==> config.mk <==
export PLATFORM = sky130hd
export DESIGN_NAME = alu_arbiter
export DESIGN_NICKNAME = d
export VERILOG_FILES = /design/src/rtl/alu_arbiter.sv
export SDC_FILE = /design/constraint.sdc
export NUM_CORES = 1
export LEC_CHECK = 0
export CELL_PAD_IN_SITES_DETAIL_PLACEMENT = 1
export CELL_PAD_IN_SITES_GLOBAL_PLACEMENT = 1
export CORE_ASPECT_RATIO = 0.75
export CORE_MARGIN = 3
export CORE_UTILIZATION = 30
export CTS_CLUSTER_DIAMETER = 150
export DETAILED_ROUTE_END_ITERATION = 6
export PLACE_DENSITY = 0.64
export SLEW_MARGIN = 15
export SYNTH_ARGS = -nofsm -noshare
export SYNTH_HDL_FRONTEND = slang
export SYNTH_SLANG_ARGS = --single-unit
==> constraint.sdc <==
create_clock -name clk -period 10.1 [get_ports clk]
set_input_delay 2.02 -clock clk [delete_from_list [all_inputs] [get_ports clk]]
set_output_delay 2.02 -clock clk [all_outputs]
set_load 0.05 [all_outputs]
==> src/rtl/alu_arbiter.sv <==
// alu_arbiter: round-robin sharing of one add/sub/and/or/nor ALU between two requesters
// Ports: clk, rst (sync, active-high); req0/a0/b0/func0 -> ack0 and req1/a1/b1/func1 -> ack1;
//        out_ready -> out_valid, out, zero_flag, out_id; op_count counts consumed results.
module alu_arbiter #(
    parameter int size = 32,
    parameter int cnt_width = 16
) (
    input  logic                 clk,
    input  logic                 rst,
    input  logic                 req0,
    input  logic [size-1:0]      a0,
    input  logic [size-1:0]      b0,
    input  logic [2:0]           func0,
    output logic                 ack0,
    input  logic                 req1,
    input  logic [size-1:0]      a1,
    input  logic [size-1:0]      b1,
    input  logic [2:0]           func1,
    output logic                 ack1,
    input  logic                 out_ready,
    output logic                 out_valid,
    output logic [size-1:0]      out,
    output logic                 zero_flag,
    output logic                 out_id,
    output logic [cnt_width-1:0] op_count
);
    typedef enum logic [1:0] {IDLE, EXEC, HOLD} state_t;
    state_t state, state_nxt;
    logic accept, win, last_grant, id_r;
    logic [size-1:0] a_r, b_r, res;
    logic [2:0] func_r;
    always_ff @(posedge clk) state <= rst ? IDLE : state_nxt;
    always_comb begin
        accept    = (state == IDLE) && (req0 || req1);
        // on a tie the port that did not win last time gets the ALU
        win       = (req0 && req1) ? ~last_grant : req1;
        state_nxt = accept ? EXEC :
                    (state == EXEC) ? HOLD :
                    (state == HOLD && out_ready) ? IDLE : state;
    end
    always_comb begin
        res = (func_r == 3'd0) ? a_r + b_r :
              (func_r == 3'd1) ? a_r - b_r :
              (func_r == 3'd2) ? a_r & b_r :
              (func_r == 3'd3) ? a_r | b_r :
              (func_r == 3'd4) ? ~(a_r | b_r) : '0;
    end
    always_ff @(posedge clk) begin
        if (rst) begin
            ack0       <= 1'b0;
            ack1       <= 1'b0;
            out_valid  <= 1'b0;
            out        <= '0;
            zero_flag  <= 1'b0;
            out_id     <= 1'b0;
            op_count   <= '0;
            last_grant <= 1'b1;
            id_r       <= 1'b0;
            a_r        <= '0;
            b_r        <= '0;
            func_r     <= '0;
        end else begin
            ack0 <= accept && !win;
            ack1 <= accept && win;
            if (accept) begin
                a_r        <= win ? a1 : a0;
                b_r        <= win ? b1 : b0;
                func_r     <= win ? func1 : func0;
                id_r       <= win;
                last_grant <= win;
            end
            if (state == EXEC) begin
                out       <= res;
                zero_flag <= (res == '0);
                out_id    <= id_r;
                out_valid <= 1'b1;
            end else if (state == HOLD && out_ready) begin
                out_valid <= 1'b0;
                op_count  <= op_count + cnt_width'(1);
            end
        end
    end
endmodule

-- Word level (Yosys, flattened, before mapping)
Cells that the tools add are included.
- reduce and logical (&&, ||, !) cells: 14
- bitwise logic cells: 5
- eq/ne operators: 6
- mux-type cells: 14
- add/subtract/negate cells: 3
- operator list (cell ; number):
    two-way mux 32 bit ; 7
    adder 32 bit ; 1
    bitwise AND 32 bit ; 1
    zero test 32 bit ; 1
    NOT 32 bit ; 1
    OR 32 bit ; 1
    subtractor 32 bit ; 1
    adder 16 x 1 -> 16 bit (second input constant) ; 1
    == test 3 x 2 -> 1 bit (second input constant) ; 2
    logical AND 1 bit ; 5
    two-way mux 1 bit ; 4
    two-way mux 2 bit ; 2
    == test 3 x 1 -> 1 bit (second input constant) ; 1
    == test 3 bit (second input constant) ; 1
    zero test 3 bit ; 1
    two-way mux 3 bit ; 1
    nonzero test 3 bit ; 1
    == test 2 x 1 -> 1 bit (second input constant) ; 1
    == test 2 bit (second input constant) ; 1
    zero test 2 bit ; 1
    NOT 1 bit ; 2
    AND reduction 2 bit ; 1
    nonzero test 2 bit ; 1
    OR reduction 2 bit ; 1
    2 further kinds ; 2
- output and inout port bits: 53
- register bits after elaboration: 124

-- Logic depth before layout (Yosys ltp)
- depth after elaboration: 8
- depth in mapped cells: 15
- depth with buffers taken out: 14

-- Worst setup path after synthesis
Ideal clock, no wire load.
- kind: input-to-reg
- start point: input rst
- end point: register zero_flag
- arrival time: 3809 ps
- stages: 10
- required time: 10004 ps
- slack: 6195 ps
- cells stage by stage: clkbuf_1 -> inv_1 -> nand4b_1 -> nor4_1 -> and4_1 -> and4_1 -> o211a_1 -> nand3_1 -> or4_4 -> o41ai_2
- RTL lines (what ; line ; source):
    from (decl) ; 9 ; input logic rst,
    to (signal assigned) ; 74 ; zero_flag <= (res == '0);
    to (decl) ; 23 ; output logic zero_flag,

-- Worst setup path in the final report
- start point: register b_r[6]
- end point: register zero_flag
- cells in the longest elaborated chain, start to end: 8
- RTL lines (what ; line ; source):
    from (decl) ; 30 ; logic [size-1:0] a_r, b_r, res;
    from (signal assigned) ; 67 ; b_r <= win ? b1 : b0;
    parallel branches: the longest is 6 deep, another holds subtractor 32 bit ; -- ;
    two-way mux 32 bit * ; 42 ; res = (func_r == 3'd0) ? a_r + b_r :
    zero test 32 bit * ; 74 ;
Mark *: on every way between the ends.
A chain may end at the register's enable or synchronous reset.

==> results by stage <==
Logic synthesis:
- The mean instance size in the synthesized netlist is between 7 and 8 um2.
- The sequential cell area fraction in the yosys report is between 20% and 30%.
- The number of synthesized register bits is approximately 120.
- The number of synthesized flops with an enable pin is 0.
- In the synthesized netlist, the number of instances is about 1300.
- The post-synthesis instance area is approximately 10000 um2.
- The count of cell types in the netlist is 80.
- For this run, the leading register cell type out of synthesis is sky130_fd_sc_hd__dfxtp_1.
- The post-synthesis async set-or-reset flop share is 0%.
- The count of yosys warnings during synthesis is 0.
- The synthesized netlist net count is ~1500.

Global route:
- The overall track demand over capacity in global routing is between 20% and 30%.
- The via count of the first global-routing pass is 10300.
- Global routing finished with a remaining overflow of 0.
- The first global-routing pass estimated 64400 um of wire.
- The maximum number of pins on one net before global-route repair is 70.
- The number of antenna violations at the first check in global routing is 0.

Floorplan:
- The die extent in y is 163 um.
- The core region area is between 30000 and 40000 um2.
- The top-level port count is ~190.
- The floorplan die width is approximately 220 um.
- The effective utilization at floorplan is between 30% and 40%.
- In this run the core area contains between 50 and 60 standard-cell rows.
- The die covers approximately 35000 um2.

Pwr:
- The reported leakage power is 0.00518 uW.
- IR analysis of the VDD net gives a maximum drop of 78.5 uV.
- Power spread over the standard cell area amounts to between 150 and 200 nW/um2.

STA:
- After layout, the worst path uses 46.0% of the clock period.
- The clock arrives with between 10 and 15 ps of skew.
- For this run, the top clock speed supported by timing is roughly 220 MHz.
- The sum of negative setup slack is 0 ps.
- The post-route minimum period is roughly 4600 ps.
- The final hold violation count is 0.
- The number of pins with negative max-slew slack in the final report came to 0.
- The worst slew margin relative to its limit is between 30% and 40%.
- Setup repair after global routing left no endpoint under its margin.
- The number of endpoints failing setup at the final stage is 0.
- For the pin with the worst max-slew slack, the measured transition is approximately 1000 ps.

Clocking:
- The count of hold-fix buffers inserted at cts is 0.
- In this run the number of H-tree levels came out at 4.
- Clock-pin slew was measured on the worst setup and hold paths at ~60 ps.
- Clock latency on the worst-skew pair, taken at its later pin, is roughly 450 ps.
- After clock tree synthesis, the setup repair step added 0 buffers.
- The clock tree from TritonCTS is built.
- In this run the deepest clock path goes through 2 buffers.
- TritonCTS created 17 clock buffers.
- The tree is rooted in a sky130_fd_sc_hd__clkbuf_16.
- The sink count of the clock tree is approximately 120.
- After clock tree synthesis, the repair step resized 0 gates.

Route:
- Dividing the detail-routed via count by the number of cells gives 5.70.
- The antenna violation net count after detailed routing is 0.
- The residual DRC count is 0.
- The final routed wire length divided by cell count is 22.8 um.
- Wires add up to about 43000 um.
- The first routing iteration left 1200 violations.
- The routed layout has between 10000 and 15000 vias.
- The first detailed-routing pass took 7 iterations.

Layout:
- The diode insertion count for antenna repair is 0.
- After filler insertion, the fill cell instance count of the layout stands at between 3000 and 4000.
- The area growth from synthesis to layout is 27.8%.
- The layout cell share with drive strength beyond 1 is ~5.7%.
- The final layout contains about 1700 nets.
- The post-route non-filler standard cell count is around 1900.

Placed design:
- In this run the tool buffered the top-level ports with roughly 190 buffer cells.
- Once placement completed, the tool counted placed cells totaling ~1800.
- The detailed-placement wirelength estimate is about 33000 um.
- The routability-driven placement congestion ratio is 0.925.

Worst setup path:
- STA classifies the critical path startpoint as a flop.
- In this design, the stage delay of the slowest critical-path cell is roughly 550 ps.
- Broken down by cell family, the worst path's largest delay share belongs to compound AO/OA/AOI/OAI gates.
- For the worst setup path, the data required time is between 10000 and 15000 ps.
- The number of stages on the worst setup path is 13.
- The critical path goes through inv_1 > ha_1 > nor2_1 > a211oi_1 > o2111ai_1 > o21a_1 > a21oi_1 > a311oi_1 > o21a_1 > a211oi_1 > nand2_1 > or4_4 > o41ai_2.
- At the worst endpoint, the arrival time is roughly 5000 ps.
- By startpoint and endpoint, the worst setup path is classified as flop to flop.
- STA classifies the critical path endpoint as a flop.
- The critical path buffer and inverter count is 1.
- The cell depth of the worst flop-to-flop path is 13.
- In this run the worst path has a maximum fanout of 10.
- The slowest stage of the critical path is the sky130_fd_sc_hd__a211oi_1 cell.

Status:
- The flow ran to the end, and the final reports show no timing, DRC or antenna violations.

Job:
- The number of max-cap violations is 0.

Worst hold path:
- The number of stages on the worst hold path is 2.
- The class of the tightest hold or removal check is flop to flop.
[state kept, by name, indices dropped and copies added, names as in the netlist]
signal      flops
a_r            32
ack0            1
ack1            1
b_r            32
func_r          3
id_r            1
last_grant      1
op_count       16
out            32
out_id          1
out_valid       1
state           2
zero_flag       1
[cell usage after synthesis, drive strengths merged (13+ instances only)]
master / instances / area (um2)
inv: 151 / 567
nor2: 135 / 507
dfxtp: 124 / 2480
ha: 96 / 1200
a21oi: 94 / 474
nand2: 79 / 297
a222oi: 66 / 661
clkbuf: 65 / 244
o21ai: 52 / 260
a211oi: 34 / 255
a22oi: 31 / 233
buf: 27 / 129
nand3: 27 / 135
nor3: 24 / 120
xnor2: 18 / 158
nand2b: 16 / 100
xor2: 15 / 131
o211ai: 14 / 105
nand4: 13 / 81.3
[tightest hold or removal path, stage by stage (launching register included)]
cell and delay [ps]:
sky130_fd_sc_hd__dfxtp_1 310, sky130_fd_sc_hd__inv_1 50, sky130_fd_sc_hd__a21oi_1 50
[cells in the final DEF, fill, tap and decap left out, drive strengths merged, types with 24 or more instances in the layout]
cell	count
clkdlybuf4s50	190
inv	156
nor2	135
dfxtp	124
ha	96
a21oi	94
nand2	79
a222oi	66
o21ai	52
a211oi	34
a22oi	31
nand3	27
nor3	24
[path summary, 6_finish.rpt]
path,to,slack [ps],from
setup / recovery,zero_flag,5450,b_r[6]
hold / removal,last_grant,460,last_grant
setup reg to reg,zero_flag,5450,b_r[6]
hold reg to reg,last_grant,460,last_grant
[area by class of cell]
type                            count  area, um2  share of cell area (%)
Inverter                          151        567                    4.48
Sequential cell                   124       2480                    19.6
Multi-Input combinational cell    924       6500                    51.4
Clock inverter                     15        116                   0.920
Tap cell                          435        544                    4.30
Clock buffer                       17        425                    3.36
Timing Repair Buffer              206       2020                    16.0
[per-layer routing]
layer	vias to the layer above	part of all wire (%)	global-route usage, %
li1	4988	-	-
met1	5303	52	36.9
met2	354	40	33.3
met3	22	8.2	6.03
met4	0	0.51	3.42
met5	-	0	0
[kinds of logic (layout without fill, tap and decap cells)]
| family | after synthesis | count (layout) | synth area share, % |
|---|---|---|---|
| compound gates | 422 | 422 | 31.7 |
| xor+xnor | 33 | 33 | 2.92 |
| fa+ha+maj | 98 | 98 | 12.5 |
| buf+inv | 243 | 389 | 9.49 |
| flops | 124 | 124 | 25.1 |
| mux | 13 | 13 | 1.33 |
| simple gates | 358 | 358 | 17.0 |
[stage by stage]
step / hold WS, ps / power [uW] / cell area (um2) / setup slack, ps / utilization (%)
global placement: 433 / 1600 / 12100 / 5210 / 38.0
CTS: 460 / 2220 / 12700 / 5570 / 39.7
detailed placement: 445 / 1620 / 12100 / 5090 / 38.0
floorplan: 426 / 1260 / 9900 / 6200 / -
global route: 487 / 2350 / 12700 / 5180 / 39.7
finish: 461 / 2230 / 12700 / 5450 / 39.7
[power breakdown]
part	total [uW]	switching [uW]	leakage, uW	internal [uW]
sequential	599	58.7	0.00102	540
clock	593	276	0.000266	317
combinational	1040	667	0.00390	369
Note: power is estimated with default switching activity, not from simulation.
